## src/rtl/mem_arbiter.sv

```systemverilog
// mem_arbiter: round-robin arbiter sharing one LPDDR2 port between instruction fetch and data.
// Define MEM_ARBITER_TIMEOUT_EN to abort accesses that sit in WAIT for TIMEOUT_CYCLES cycles.
module mem_arbiter #(
    parameter int TIMEOUT_CYCLES = 255
) (
    input  logic        clk,
    input  logic        rst,
    input  logic        if_req,
    input  logic [29:0] if_addr,
    output logic [31:0] if_rdata,
    output logic        if_ack,
    input  logic        d_rreq,
    input  logic        d_wreq,
    input  logic [29:0] d_addr,
    input  logic [31:0] d_wdata,
    output logic [31:0] d_rdata,
    output logic        d_ack,
    output logic [26:0] lpddr2_address,
    output logic [31:0] lpddr2_write_data,
    input  logic [31:0] lpddr2_read_data,
    output logic        lpddr2_rreq,
    output logic        lpddr2_wreq,
    input  logic        lpddr2_ack,
    output logic        busy,
    output logic        grant,
    output logic        err
);

    typedef enum logic [1:0] {IDLE, ISSUE, WAIT, DONE} state_t;

    state_t      r_state;
    state_t      w_state_next;
    logic        r_grant;
    logic        r_we;
    logic        r_err;
    logic        r_last_data;
    logic [29:0] r_addr;
    logic [31:0] r_wdata;
    logic [31:0] r_if_rdata;
    logic [31:0] r_d_rdata;

    logic        w_any_d;
    logic        w_start;
    logic        w_grant_next;
    logic        w_oor;
    logic        w_active;
    logic        w_timeout;
    logic        w_done_entry;
    logic        w_fault;
    logic [31:0] w_done_data;

    assign w_any_d      = d_rreq | d_wreq;
    assign w_start      = (r_state == IDLE) && (if_req || w_any_d);
    // On contention the side that was not served last wins.
    assign w_grant_next = (if_req && w_any_d) ? ~r_last_data : w_any_d;
    assign w_oor        = |r_addr[29:27];
    assign w_active     = ((r_state == ISSUE) || (r_state == WAIT)) && !w_oor;
    assign w_done_data  = w_fault ? 32'd0 : lpddr2_read_data;

`ifdef MEM_ARBITER_TIMEOUT_EN
    localparam int CNT_W = $clog2(TIMEOUT_CYCLES + 1);

    logic [CNT_W-1:0] r_wait_cnt;

    always_ff @(posedge clk or negedge rst) begin
        if (!rst) begin
            r_wait_cnt <= '0;
        end else if (w_start) begin
            r_wait_cnt <= '0;
        end else if (r_state == WAIT) begin
            r_wait_cnt <= r_wait_cnt + CNT_W'(1);
        end
    end

    assign w_timeout = (r_state == WAIT) && (r_wait_cnt == CNT_W'(TIMEOUT_CYCLES - 1));
`else
    // The parameter has no effect when the timeout feature is left out.
    localparam int unused_timeout_cycles = TIMEOUT_CYCLES;

    assign w_timeout = 1'b0;
`endif

    always_comb begin
        w_state_next = r_state;
        w_done_entry = 1'b0;
        w_fault      = 1'b0;
        case (r_state)
            IDLE: begin
                if (w_start) w_state_next = ISSUE;
            end
            ISSUE: begin
                if (w_oor) begin
                    w_state_next = DONE;
                    w_done_entry = 1'b1;
                    w_fault      = 1'b1;
                end else if (lpddr2_ack) begin
                    w_state_next = DONE;
                    w_done_entry = 1'b1;
                end else begin
                    w_state_next = WAIT;
                end
            end
            WAIT: begin
                if (lpddr2_ack) begin
                    w_state_next = DONE;
                    w_done_entry = 1'b1;
                end else if (w_timeout) begin
                    w_state_next = DONE;
                    w_done_entry = 1'b1;
                    w_fault      = 1'b1;
                end
            end
            DONE: begin
                w_state_next = IDLE;
            end
            default: begin
                w_state_next = IDLE;
            end
        endcase
    end

    always_ff @(posedge clk or negedge rst) begin
        if (!rst) begin
            r_state     <= IDLE;
            r_grant     <= 1'b0;
            r_we        <= 1'b0;
            r_err       <= 1'b0;
            r_last_data <= 1'b1;
            r_addr      <= '0;
            r_wdata     <= '0;
            r_if_rdata  <= '0;
            r_d_rdata   <= '0;
        end else begin
            r_state <= w_state_next;
            if (w_start) begin
                r_grant <= w_grant_next;
                r_addr  <= w_grant_next ? d_addr : if_addr;
                r_we    <= w_grant_next & d_wreq;
                r_err   <= w_grant_next & d_rreq & d_wreq;
                r_wdata <= w_grant_next ? d_wdata : 32'd0;
            end
            if (w_done_entry) begin
                r_last_data <= r_grant;
                if (w_fault) r_err <= 1'b1;
                if (r_grant) r_d_rdata  <= w_done_data;
                else         r_if_rdata <= w_done_data;
            end
        end
    end

    assign busy              = (r_state != IDLE);
    assign grant             = r_grant;
    assign if_ack            = (r_state == DONE) && !r_grant;
    assign d_ack             = (r_state == DONE) && r_grant;
    assign err               = (r_state == DONE) && r_err;
    assign if_rdata          = r_if_rdata;
    assign d_rdata           = r_d_rdata;
    assign lpddr2_rreq       = w_active && !r_we;
    assign lpddr2_wreq       = w_active && r_we;
    assign lpddr2_address    = r_addr[26:0];
    assign lpddr2_write_data = r_wdata;

endmodule

```

## config.mk

```make
export PLATFORM = sky130hd
export DESIGN_NAME = mem_arbiter
export DESIGN_NICKNAME = d
export VERILOG_FILES = /design/src/rtl/mem_arbiter.sv
export SDC_FILE = /design/constraint.sdc
export NUM_CORES = 1
export LEC_CHECK = 0
export ABC_AREA = 1
export CAP_MARGIN = 20
export CELL_PAD_IN_SITES_DETAIL_PLACEMENT = 1
export CELL_PAD_IN_SITES_GLOBAL_PLACEMENT = 1
export CORE_MARGIN = 2
export CORE_UTILIZATION = 25
export CTS_CLUSTER_DIAMETER = 40
export CTS_CLUSTER_SIZE = 25
export DETAILED_ROUTE_END_ITERATION = 6
export PLACE_DENSITY = 0.71
export SLEW_MARGIN = 20
export SYNTH_ARGS = -nofsm -noshare
export SYNTH_HDL_FRONTEND = slang
export SYNTH_SLANG_ARGS = --single-unit
```

## constraint.sdc

```tcl
create_clock -name clk -period 4 [get_ports clk]
set_clock_uncertainty 0.2 [all_clocks]
set_input_delay 0.6 -clock clk [delete_from_list [all_inputs] [get_ports clk]]
set_output_delay 0.6 -clock clk [all_outputs]
set_load 0.02 [all_outputs]
```

==> results.sh, run 1 <==
export IMPL_rr_endpoint="if_rdata[15]$_DFFE_PN0P_"
export IMPL_start_util=0.254
export IMPL_grt_overflow=0
export IMPL_cts_tree="done"
export IMPL_areaGrowthSynthToFinish_pct=52.9
export IMPL_hold_slack_ns=0.0475
export IMPL_crit_required_ns=3.20
export IMPL_fmax_mhz=290
export IMPL_async_flop_share=1.00
export IMPL_synth_area_per_cell_um2=8.65
export IMPL_path_clk_slew_ns=0.06
export IMPL_grt_antenna_before_repair=2
export IMPL_num_fill_cells=2824
export IMPL_gp_congestion=0.753
export IMPL_tns_ns=0
export IMPL_grt_pass1_wl_um=34100
export IMPL_status="finished, final reports clean"
export IMPL_synth_top_area_share=0.532
export IMPL_die_area_um2=25900
export IMPL_tightest_slew_ns=0.818
export IMPL_finalMaxSlewViolations=0
export IMPL_startpoint_type="flop"
export IMPL_clock_latency_ns=0.41
export IMPL_power_leakage_nw=4.16
export IMPL_synth_cell_types=25
export IMPL_finalSetupViolCount=0
export IMPL_hold_viol_final=0
export IMPL_clockBufferDepth=2
export IMPL_place_ws_ns=0.965
export IMPL_drc=0
export IMPL_drv_cap=0
export IMPL_postLayoutCoreUtil=0.388
export IMPL_htreeDepth=4
export IMPL_cp_max_fo=23
export IMPL_die_h_um=161
export IMPL_reg2reg_slack_ns=1.66
export IMPL_io_buffers=259
export IMPL_yosys_top_cells_area="dfrtp_1 (53%), nand2_1 (12%), nand4_1 (6.6%)"
export IMPL_cts_resized=0
export IMPL_drt_wirelength_per_cell_um=17.0
export IMPL_syn_nets=847
export IMPL_yosys_area_top_type="dfrtp_1"
export IMPL_ir_worst_vdd_uv=342
export IMPL_regArea_um2=3300
export IMPL_yosysSeqAreaShare=0.536
export IMPL_powerDensity_nw_per_um2=842
export IMPL_ioPinCount=260
export IMPL_rr_startpoint="r_state[0]$_DFFE_PN0P_"
export IMPL_top_usage_layer="met2"
export IMPL_fp_dieW_um=161
export IMPL_synthFlopType="dfrtp_1"
export IMPL_drive_gt1_frac=0.0567
export IMPL_nNetsFinal=1056
export IMPL_fin_area_um2=9420
export IMPL_postCtsHoldBufs=0
export IMPL_num_rows=57
export IMPL_dpl_hpwl_um=15200
export IMPL_grtUsageTotal=0.168
export IMPL_ant_nets=0
export IMPL_synth_edf_count=0
export IMPL_grt_max_degree=84
export IMPL_placed_area_um2=8830
export IMPL_grt_setup_unrepaired="no"
export IMPL_grt_met3_usage=0.0602
export IMPL_max_slew_margin_rel=0.455
export IMPL_post_route_min_period_ns=3.44
export IMPL_arrival_ns=2.64
export IMPL_fin_crit_sh=0.861
export IMPL_viasPerCell=4.54
export IMPL_first_pass_iters=4
export IMPL_setup_slack_ns=0.557
export IMPL_clockRootBuffer="clkbuf_16"
export IMPL_grt_pass1_vias=5980
export IMPL_synth_seq_cells=132
export IMPL_grt_use_met2=0.279
export IMPL_reg2regPathDepth=8
export IMPL_synth_common_cells="nand2_1 (201), dfrtp_1 (131), nand4_1 (65)"
export IMPL_hold_path_class="input port to async pin"
export IMPL_multi_input_area_um2=2210
export IMPL_numCtsBuffers=17
export IMPL_worstSetupEndpointType="output pin"
export IMPL_syn_inst=712
export IMPL_cts_setup_buffers=0
export IMPL_ys_warnings_count=0
export IMPL_cts_sink_count=132
export IMPL_syn_area_um2=6160
export IMPL_core_um2=24200
export IMPL_wl_um=21400
export IMPL_synth_most_common_cell="nand2_1"
export IMPL_num_vias=5711
export IMPL_grt_util_met1=0.209
export IMPL_path_class="flop to output pin"
export IMPL_drt_iter0_markers=370
-- logic make-up (layout without fill, tap and decap cells) --
logic type / count (synthesis) / after routing / share of synthesized area
other cells: 0 / 1 / 0
buf+inv: 132 / 354 / 0.107
simple gates: 340 / 340 / 0.243
flops: 132 / 132 / 0.536
fa+ha+maj: 5 / 5 / 0.0102
compound gates: 103 / 103 / 0.104
-- worst max path at each step --
stage / start / endpoint / slack (ns) / depth (start not counted)
floorplan: r_state[0]$_DFFE_PN0P_ / lpddr2_rreq / 1.58 / 6
global placement: d_wreq / r_addr[5]$_DFFE_PN0P_ / 1.04 / 7
detailed placement: r_state[0]$_DFFE_PN0P_ / lpddr2_wreq / 0.97 / 5
CTS: r_state[0]$_DFFE_PN0P_ / lpddr2_wreq / 0.53 / 5
global route: r_state[0]$_DFFE_PN0P_ / lpddr2_rreq / 0.39 / 5
finish: r_state[0]$_DFFE_PN0P_ / lpddr2_wreq / 0.56 / 5
-- report_power, final --
| group | switching (mW) | internal (mW) | total (mW) | leakage, nW |
|---|---|---|---|---|
| Combinational | 2.46 | 1.61 | 4.07 | 2.26 |
| Sequential | 0.364 | 1.93 | 2.30 | 1.64 |
| Clock | 0.636 | 0.928 | 1.56 | 0.271 |
-- flip-flops by register name, summed over array words and instances, names as in the netlist --
signal,count
r_last_data,1
r_state,2
grant,1
if_rdata,32
d_rdata,32
r_err,1
r_addr,30
r_we,1
lpddr2_write_data,32
-- cells in the final DEF, fill, tap and decap left out, types with 2 or more instances in the layout --
master and instances:
a21boi_0 23, clkbuf_1 2, ha_1 4, o21ai_0 38, clkbuf_16 17, bufinv_16 2, nand2_1 200, clkinvlp_4 4
nand3_1 37, nand4_1 65, dfrtp_1 131, clkdlybuf4s50_1 258, buf_12 2, inv_1 46, nor3_1 2, nor2_1 34
inv_6 5, a31oi_1 29, a21boi_1 9, buf_4 13
-- critical path, cell delays in order (launching register included) --
cell	delay, ns
dfrtp_1	0.42
inv_1	0.12
ha_2	0.60
inv_1	0.19
nor3_1	0.26
clkdlybuf4s50_1	0.65
-- final cells by class --
class	count	share of cell area
well taps	324	0.0431
repair buffers	274	0.290
clock buffers	19	0.0460
diodes	1	0.000266
multi-input cells	448	0.235
flip-flops and latches	132	0.351
inverters	48	0.0191
clock inverters	13	0.0157
-- stage by stage --
step                cells  power (mW)
floorplan             712        4.76
global placement     1226        6.35
detailed placement   1226        6.44
CTS                  1258        8.06
global route         1258        8.52
finish               1259        7.93
-- layer usage --
layer	wire length, µm	vias up
li1	-	2765
met3	1650	14
met2	10400	184
met5	10	-
met1	9220	2746
met4	195	2
Note: power is estimated with default switching activity, not from simulation.
==> inputs of run 2 (changes only) <==
--- a/config.mk
+++ b/config.mk
@@ -10,12 +10,12 @@
 export CELL_PAD_IN_SITES_DETAIL_PLACEMENT = 1
 export CELL_PAD_IN_SITES_GLOBAL_PLACEMENT = 1
 export CORE_MARGIN = 2
-export CORE_UTILIZATION = 25
+export CORE_UTILIZATION = 30
 export CTS_CLUSTER_DIAMETER = 40
 export CTS_CLUSTER_SIZE = 25
 export DETAILED_ROUTE_END_ITERATION = 6
-export PLACE_DENSITY = 0.71
-export SLEW_MARGIN = 20
+export PLACE_DENSITY = 0.82
+export SLEW_MARGIN = 10
 export SYNTH_ARGS = -nofsm -noshare
 export SYNTH_HDL_FRONTEND = slang
 export SYNTH_SLANG_ARGS = --single-unit
==> run 2 against run 1 <==
Hold slack barely moved. Utilization increased by 7.4 points. Total power shrank 1.2%. Sequential power barely moved. Register-to-register slack lost 0.55 ns. Cell count is 4.5% lower. Clock power is 4% lower. Flip-flop and latch count unchanged. Die area fell by 16%. Worst setup slack better by 0.44 ns. Sequential share of layout area rose by 0.34 points. Largest cell class unchanged.
==> results.sh, run 2 (synthesis results as in run 1) <==
export IMPL_worstSetupEndpointType="output pin"
export IMPL_place_ws_ns=1.05
export IMPL_gp_congestion=0.769
export IMPL_slowest_stage="clkdlybuf4s50_1"
export IMPL_core_um2=20200
export IMPL_postLayoutCoreUtil=0.462
export IMPL_clockRootBuffer="clkbuf_16"
export IMPL_cts_setup_buffers=0
export IMPL_ant_nets=0
export IMPL_finalMaxSlewViolations=0
export IMPL_grt_antenna_before_repair=1
export IMPL_fin_crit_sh=0.751
export IMPL_wl_um=20500
export IMPL_critPathMaxStageDelay_ns=0.66
export IMPL_finalSetupViolCount=0
export IMPL_cts_resized=0
export IMPL_drt_wirelength_per_cell_um=17.0
export IMPL_tns_ns=0
export IMPL_path_clk_slew_ns=0.06
export IMPL_layout_commonest_cell="clkdlybuf4s50_1"
export IMPL_first_pass_iters=6
export IMPL_hold_viol_final=0
export IMPL_p_sw_mw=3.43
export IMPL_startpoint_type="flop"
export IMPL_path_cells="inv_1 > ha_2 > inv_1 > nor3_1 > clkdlybuf4s50_1"
export IMPL_grt_overflow=0
export IMPL_nNetsFinal=1053
export IMPL_path_class="flop to output pin"
export IMPL_postCtsHoldBufs=0
export IMPL_areaGrowthSynthToFinish_pct=51.4
export IMPL_regArea_um2=3300
export IMPL_pwr_share_comb=0.516
export IMPL_crit_required_ns=3.20
export IMPL_clock_latency_ns=0.40
export IMPL_cts_tree="done"
export IMPL_grtUsageTotal=0.192
export IMPL_p_seq_frac=0.292
export IMPL_setup_slack_ns=0.997
export IMPL_max_slew_margin_rel=0.446
export IMPL_switching_share=0.438
export IMPL_cts_sink_count=132
export IMPL_htreeDepth=4
export IMPL_drc=0
export IMPL_power_share_clock=0.192
export IMPL_num_vias=5827
export IMPL_die_area_um2=21700
export IMPL_dpl_hpwl_um=14600
export IMPL_tightest_slew_ns=0.831
export IMPL_grt_setup_unrepaired="no"
export IMPL_die_h_um=147
export IMPL_num_fill_cells=2349
export IMPL_start_util=0.305
export IMPL_drt_iter0_markers=222
export IMPL_grt_max_degree=86
export IMPL_drv_cap=0
export IMPL_cp_max_fo=5
export IMPL_hold_slack_ns=0.0479
export IMPL_powerDensity_nw_per_um2=840
export IMPL_numCtsBuffers=17
export IMPL_status="finished, final reports clean"
export IMPL_crit_top_cell="inv_1"
export IMPL_fp_dieW_um=147
export IMPL_crit_buf_inv=3
export IMPL_drive_gt1_frac=0.0548
export IMPL_ir_worst_vdd_uv=291
export IMPL_critPathTopFamily="buffers and inverters"
export IMPL_grt_pass1_wl_um=33000
export IMPL_intPower_mw=4.40
export IMPL_viasPerCell=4.85
export IMPL_post_route_min_period_ns=3.00
export IMPL_io_buffers=259
export IMPL_power_leakage_nw=4.16
export IMPL_hold_path_class="input port to async pin"
export IMPL_reg2reg_slack_ns=1.11
export IMPL_multi_input_area_um2=2210
export IMPL_num_rows=52
export IMPL_fmax_mhz=333
export IMPL_arrival_ns=2.20
export IMPL_final_cell_mix="clkdlybuf4s50_1 (258), nand2_1 (200), dfrtp_1 (131)"
export IMPL_clockBufferDepth=2
export IMPL_ioPinCount=260
export IMPL_grt_pass1_vias=6193
-- run 2: cell types whose count changed in the layout (fill, tap and decap cells not counted) --
cell	delta
clkbuf_1	-1
clkinvlp_4	-2
clkinv_2	+1
bufinv_16	-1
buf_12	+1
buf_4	-4
inv_6	-1
clkinv_4	+3
clkbuf_8	+1
-- run 2: per-layer routing --
metal | routed length (µm) | part of all wire | track usage
met1 | 8330 | 0.41 | 0.230
met2 | 10400 | 0.51 | 0.335
met3 | 1560 | 0.076 | 0.0627
met4 | 191 | 0.0093 | 0.0433
met5 | 0 | 0 | 0
-- run 2: power by group through the flow --
stage          combinational [mW]  clock [mW]  sequential, mW
4_1_cts                      4.10        1.55            2.30
6_report                     4.05        1.50            2.28
3_3_place_gp                 3.99           0            2.28
3_5_place_dp                 4.09           0            2.30
2_1_floorplan                2.05           0            2.71
5_1_grt                      4.43        1.60            2.36
-- run 2: cell type report --
class	count	share of cell area
flip-flops and latches	132	0.354
repair buffers	271	0.292
multi-input cells	448	0.237
clock buffers	19	0.0475
well taps	270	0.0362
inverters	48	0.0193
clock inverters	13	0.0134
diodes	1	0.000268
-- run 2: per-stage QoR --
step / power [mW] / area [µm²] / std cells
detailed placement: 6.39 / 8760 / 1169
floorplan: 4.76 / 6160 / 712
global route: 8.39 / 9320 / 1201
CTS: 7.94 / 9320 / 1201
finish: 7.83 / 9330 / 1202
global placement: 6.27 / 8760 / 1169
-- run 2: worst paths after layout --
| kind | startpoint | cells after the start | endpoint |
|---|---|---|---|
| max in group asynchronous | rst | 2 | r_last_data$_DFFE_PN1N_ |
| setup / recovery | r_state[0]$_DFFE_PN0P_ | 5 | lpddr2_rreq |
| min in group clk | if_rdata[15]$_DFFE_PN0P_ | 2 | if_rdata[15]$_DFFE_PN0P_ |
| hold / removal | rst | 1 | d_rdata[10]$_DFFE_PN0P_ |
| setup reg to reg | r_state[0]$_DFFE_PN0P_ | 6 | d_rdata[6]$_DFFE_PN0P_ |
| hold reg to reg | if_rdata[15]$_DFFE_PN0P_ | 2 | if_rdata[15]$_DFFE_PN0P_ |
-- run 2: worst register-to-register path, delay by kind of cell, from the launching register on --
kind,cells,cell delay (ns)
DFF,1,0.43
buffers and inverters,2,0.67
and+or+nand+nor,3,1.14
adders and majority gates,1,0.34
==> inputs of run 3 (changes only) <==
--- a/config.mk
+++ b/config.mk
@@ -10,11 +10,11 @@
 export CELL_PAD_IN_SITES_DETAIL_PLACEMENT = 1
 export CELL_PAD_IN_SITES_GLOBAL_PLACEMENT = 1
 export CORE_MARGIN = 2
-export CORE_UTILIZATION = 30
+export CORE_UTILIZATION = 28
 export CTS_CLUSTER_DIAMETER = 40
 export CTS_CLUSTER_SIZE = 25
 export DETAILED_ROUTE_END_ITERATION = 6
-export PLACE_DENSITY = 0.82
+export PLACE_DENSITY = 0.8
 export SLEW_MARGIN = 10
 export SYNTH_ARGS = -nofsm -noshare
 export SYNTH_HDL_FRONTEND = slang
==> constraint.sdc (replaced) <==
create_clock -name clk -period 2.65 [get_ports clk]
set_clock_uncertainty 0.2 [all_clocks]
set_input_delay 0.3975 -clock clk [delete_from_list [all_inputs] [get_ports clk]]
set_output_delay 0.3975 -clock clk [all_outputs]
set_load 0.02 [all_outputs]
==> run 3 against run 2 <==
First-iteration DRC count is 11% higher. Routed wire length is 5.2% higher. Combinational power is 56% higher. Worst setup slack worse by 0.89 ns. Design area is 1.9% higher. Sequential power is 50% higher. Largest cell class unchanged.
==> results.sh, run 3 (synthesis results as in run 1) <==
export IMPL_status="finished, final reports clean"
export IMPL_path_class="flop to output pin"
export IMPL_htreeDepth=4
export IMPL_crit_top_cell="inv_1"
export IMPL_rr_startpoint="r_state[0]$_DFFE_PN0P_"
export IMPL_met1Wirelength_um=9040
export IMPL_worstSetupStartpoint="r_state[0]$_DFFE_PN0P_"
export IMPL_nNetsFinal=1068
export IMPL_finalSetupViolCount=0
export IMPL_grt_setup_unrepaired="no"
export IMPL_powerDensity_nw_per_um2=1290
export IMPL_first_pass_iters=4
export IMPL_path_clk_slew_ns=0.06
export IMPL_drive_gt1_frac=0.0708
export IMPL_clock_latency_ns=0.42
export IMPL_grtUsageTotal=0.188
export IMPL_final_cell_mix="clkdlybuf4s50_1 (256), nand2_1 (200), dfrtp_1 (131)"
export IMPL_path_cells="inv_1 > ha_2 > inv_1 > clkdlybuf4s50_1"
export IMPL_route_met2_wl_um=10500
export IMPL_core_um2=21700
export IMPL_viasPerCell=4.78
export IMPL_p_seq_frac=0.281
export IMPL_drt_iter0_markers=246
export IMPL_top_layer="met5"
export IMPL_ir_worst_vdd_uv=503
export IMPL_post_route_min_period_ns=2.54
export IMPL_power_leakage_nw=4.26
export IMPL_drc=0
export IMPL_clockRootBuffer="clkbuf_16"
export IMPL_power_share_clock=0.203
export IMPL_gp_congestion=0.788
export IMPL_start_util=0.284
export IMPL_finalMaxSlewViolations=0
export IMPL_reg2reg_slack_ns=0.28
export IMPL_ioPinCount=260
export IMPL_io_buffers=259
export IMPL_areaGrowthSynthToFinish_pct=54.4
export IMPL_drt_wirelength_per_cell_um=17.6
export IMPL_hold_viol_final=0
export IMPL_num_rows=54
export IMPL_crit_required_ns=2.05
export IMPL_die_h_um=152
export IMPL_clockBufferDepth=2
export IMPL_intPower_mw=6.94
export IMPL_wl_met3_um=1710
export IMPL_fin_crit_sh=0.959
export IMPL_cts_tree="done"
export IMPL_numCtsBuffers=17
export IMPL_grt_antenna_before_repair=3
export IMPL_hold_path_class="flop to flop"
export IMPL_drv_cap=0
export IMPL_ant_nets=0
export IMPL_setup_slack_ns=0.108
export IMPL_cts_sink_count=132
export IMPL_grt_overflow=0
export IMPL_max_slew_margin_rel=0.534
export IMPL_cp_max_fo=5
export IMPL_fmax_mhz=393
export IMPL_whs_endpoint="r_last_data$_DFFE_PN1N_"
export IMPL_num_vias=5870
export IMPL_hold_start="r_last_data$_DFFE_PN1N_"
export IMPL_hold_path_cell_count=2
export IMPL_reg2regPathDepth=7
export IMPL_fp_dieW_um=152
export IMPL_switching_share=0.432
export IMPL_wl_um=21600
export IMPL_place_ws_ns=0.200
export IMPL_grt_max_degree=69
export IMPL_arrival_ns=1.94
export IMPL_tightest_slew_ns=0.700
export IMPL_pwr_share_comb=0.516
export IMPL_rr_endpoint="if_rdata[1]$_DFFE_PN0P_"
export IMPL_critPathMaxStageDelay_ns=0.66
export IMPL_die_area_um2=23200
export IMPL_grt_pass1_vias=6100
export IMPL_worstSetupEndpointType="output pin"
export IMPL_startpoint_type="flop"
export IMPL_dpl_hpwl_um=15600
export IMPL_p_sw_mw=5.28
export IMPL_slowest_stage="clkdlybuf4s50_1"
export IMPL_grt_pass1_wl_um=34500
export IMPL_tns_ns=0
export IMPL_layout_commonest_cell="clkdlybuf4s50_1"
## run 3: cell count changes in the layout (fill, tap and decap cells not counted)
cell             change
clkinvlp_4           +1
clkdlybuf4s50_1      -2
inv_6                -2
buf_4               +12
buf_12               +2
clkbuf_2             +2
clkbuf_8             -1
inv_8                +1
clkinv_4             -1
bufinv_16            +2
dlygate4sd3_1        +1
## run 3: area by class of cell
cell class                      instances  area, µm²
Timing Repair Buffer                  286       2850
Clock inverter                         14        178
Clock buffer                           18        429
Tap cell                              280        350
Inverter                               48        180
Antenna cell                            1       2.50
Fill cell                            2467      12200
Sequential cell                       132       3300
Multi-Input combinational cell        448       2210
## run 3: per-stage QoR
stage	util	hold slack, ns	instance area (µm²)	power (mW)	cells
final	0.438	0.273	9510	12.2	1227
after global placement	0.410	0.212	8900	9.66	1193
after CTS	0.439	0.281	9510	12.4	1226
after global routing	0.438	0.299	9510	13.1	1226
after floorplan	-	-0.0981	6160	7.19	712
after detailed placement	0.410	0.215	8900	9.84	1193
## run 3: worst max-delay path by stage
stage	to	cells past startpoint
5_1_grt	busy	4
3_3_place_gp	lpddr2_wreq	5
2_1_floorplan	lpddr2_rreq	6
4_1_cts	lpddr2_rreq	5
3_5_place_dp	lpddr2_rreq	5
6_report	busy	4
## run 3: power groups by stage
stage                     registers (mW)  clock network (mW)  logic (mW)
after detailed placement            3.47                   0        6.37
final                               3.43                2.48        6.31
after CTS                           3.45                2.53        6.39
after global placement              3.43                   0        6.24
after floorplan                     4.10                   0        3.09
after global routing                3.56                2.62        6.89
## run 3: routing by layer
metal,track usage,vias to the layer above
met3,0.0705,23
met5,0,-
met4,0.0521,2
li1,-,2791
met2,0.316,209
met1,0.225,2845
## run 3: what timing repair did
action                                  in CTS  in global routing
setup buffers                                0                  0
hold buffers                                 1                  0
resized for setup                            2                  6
endpoints found under the hold margin       51                  0
endpoints found under the setup margin       2                  2
## run 3: worst max-delay path, delay by kind of cell (launching register included)
kind,cells,cell delay (ns)
flops,1,0.43
fa+ha+maj,1,0.21
buf+inv,3,0.88
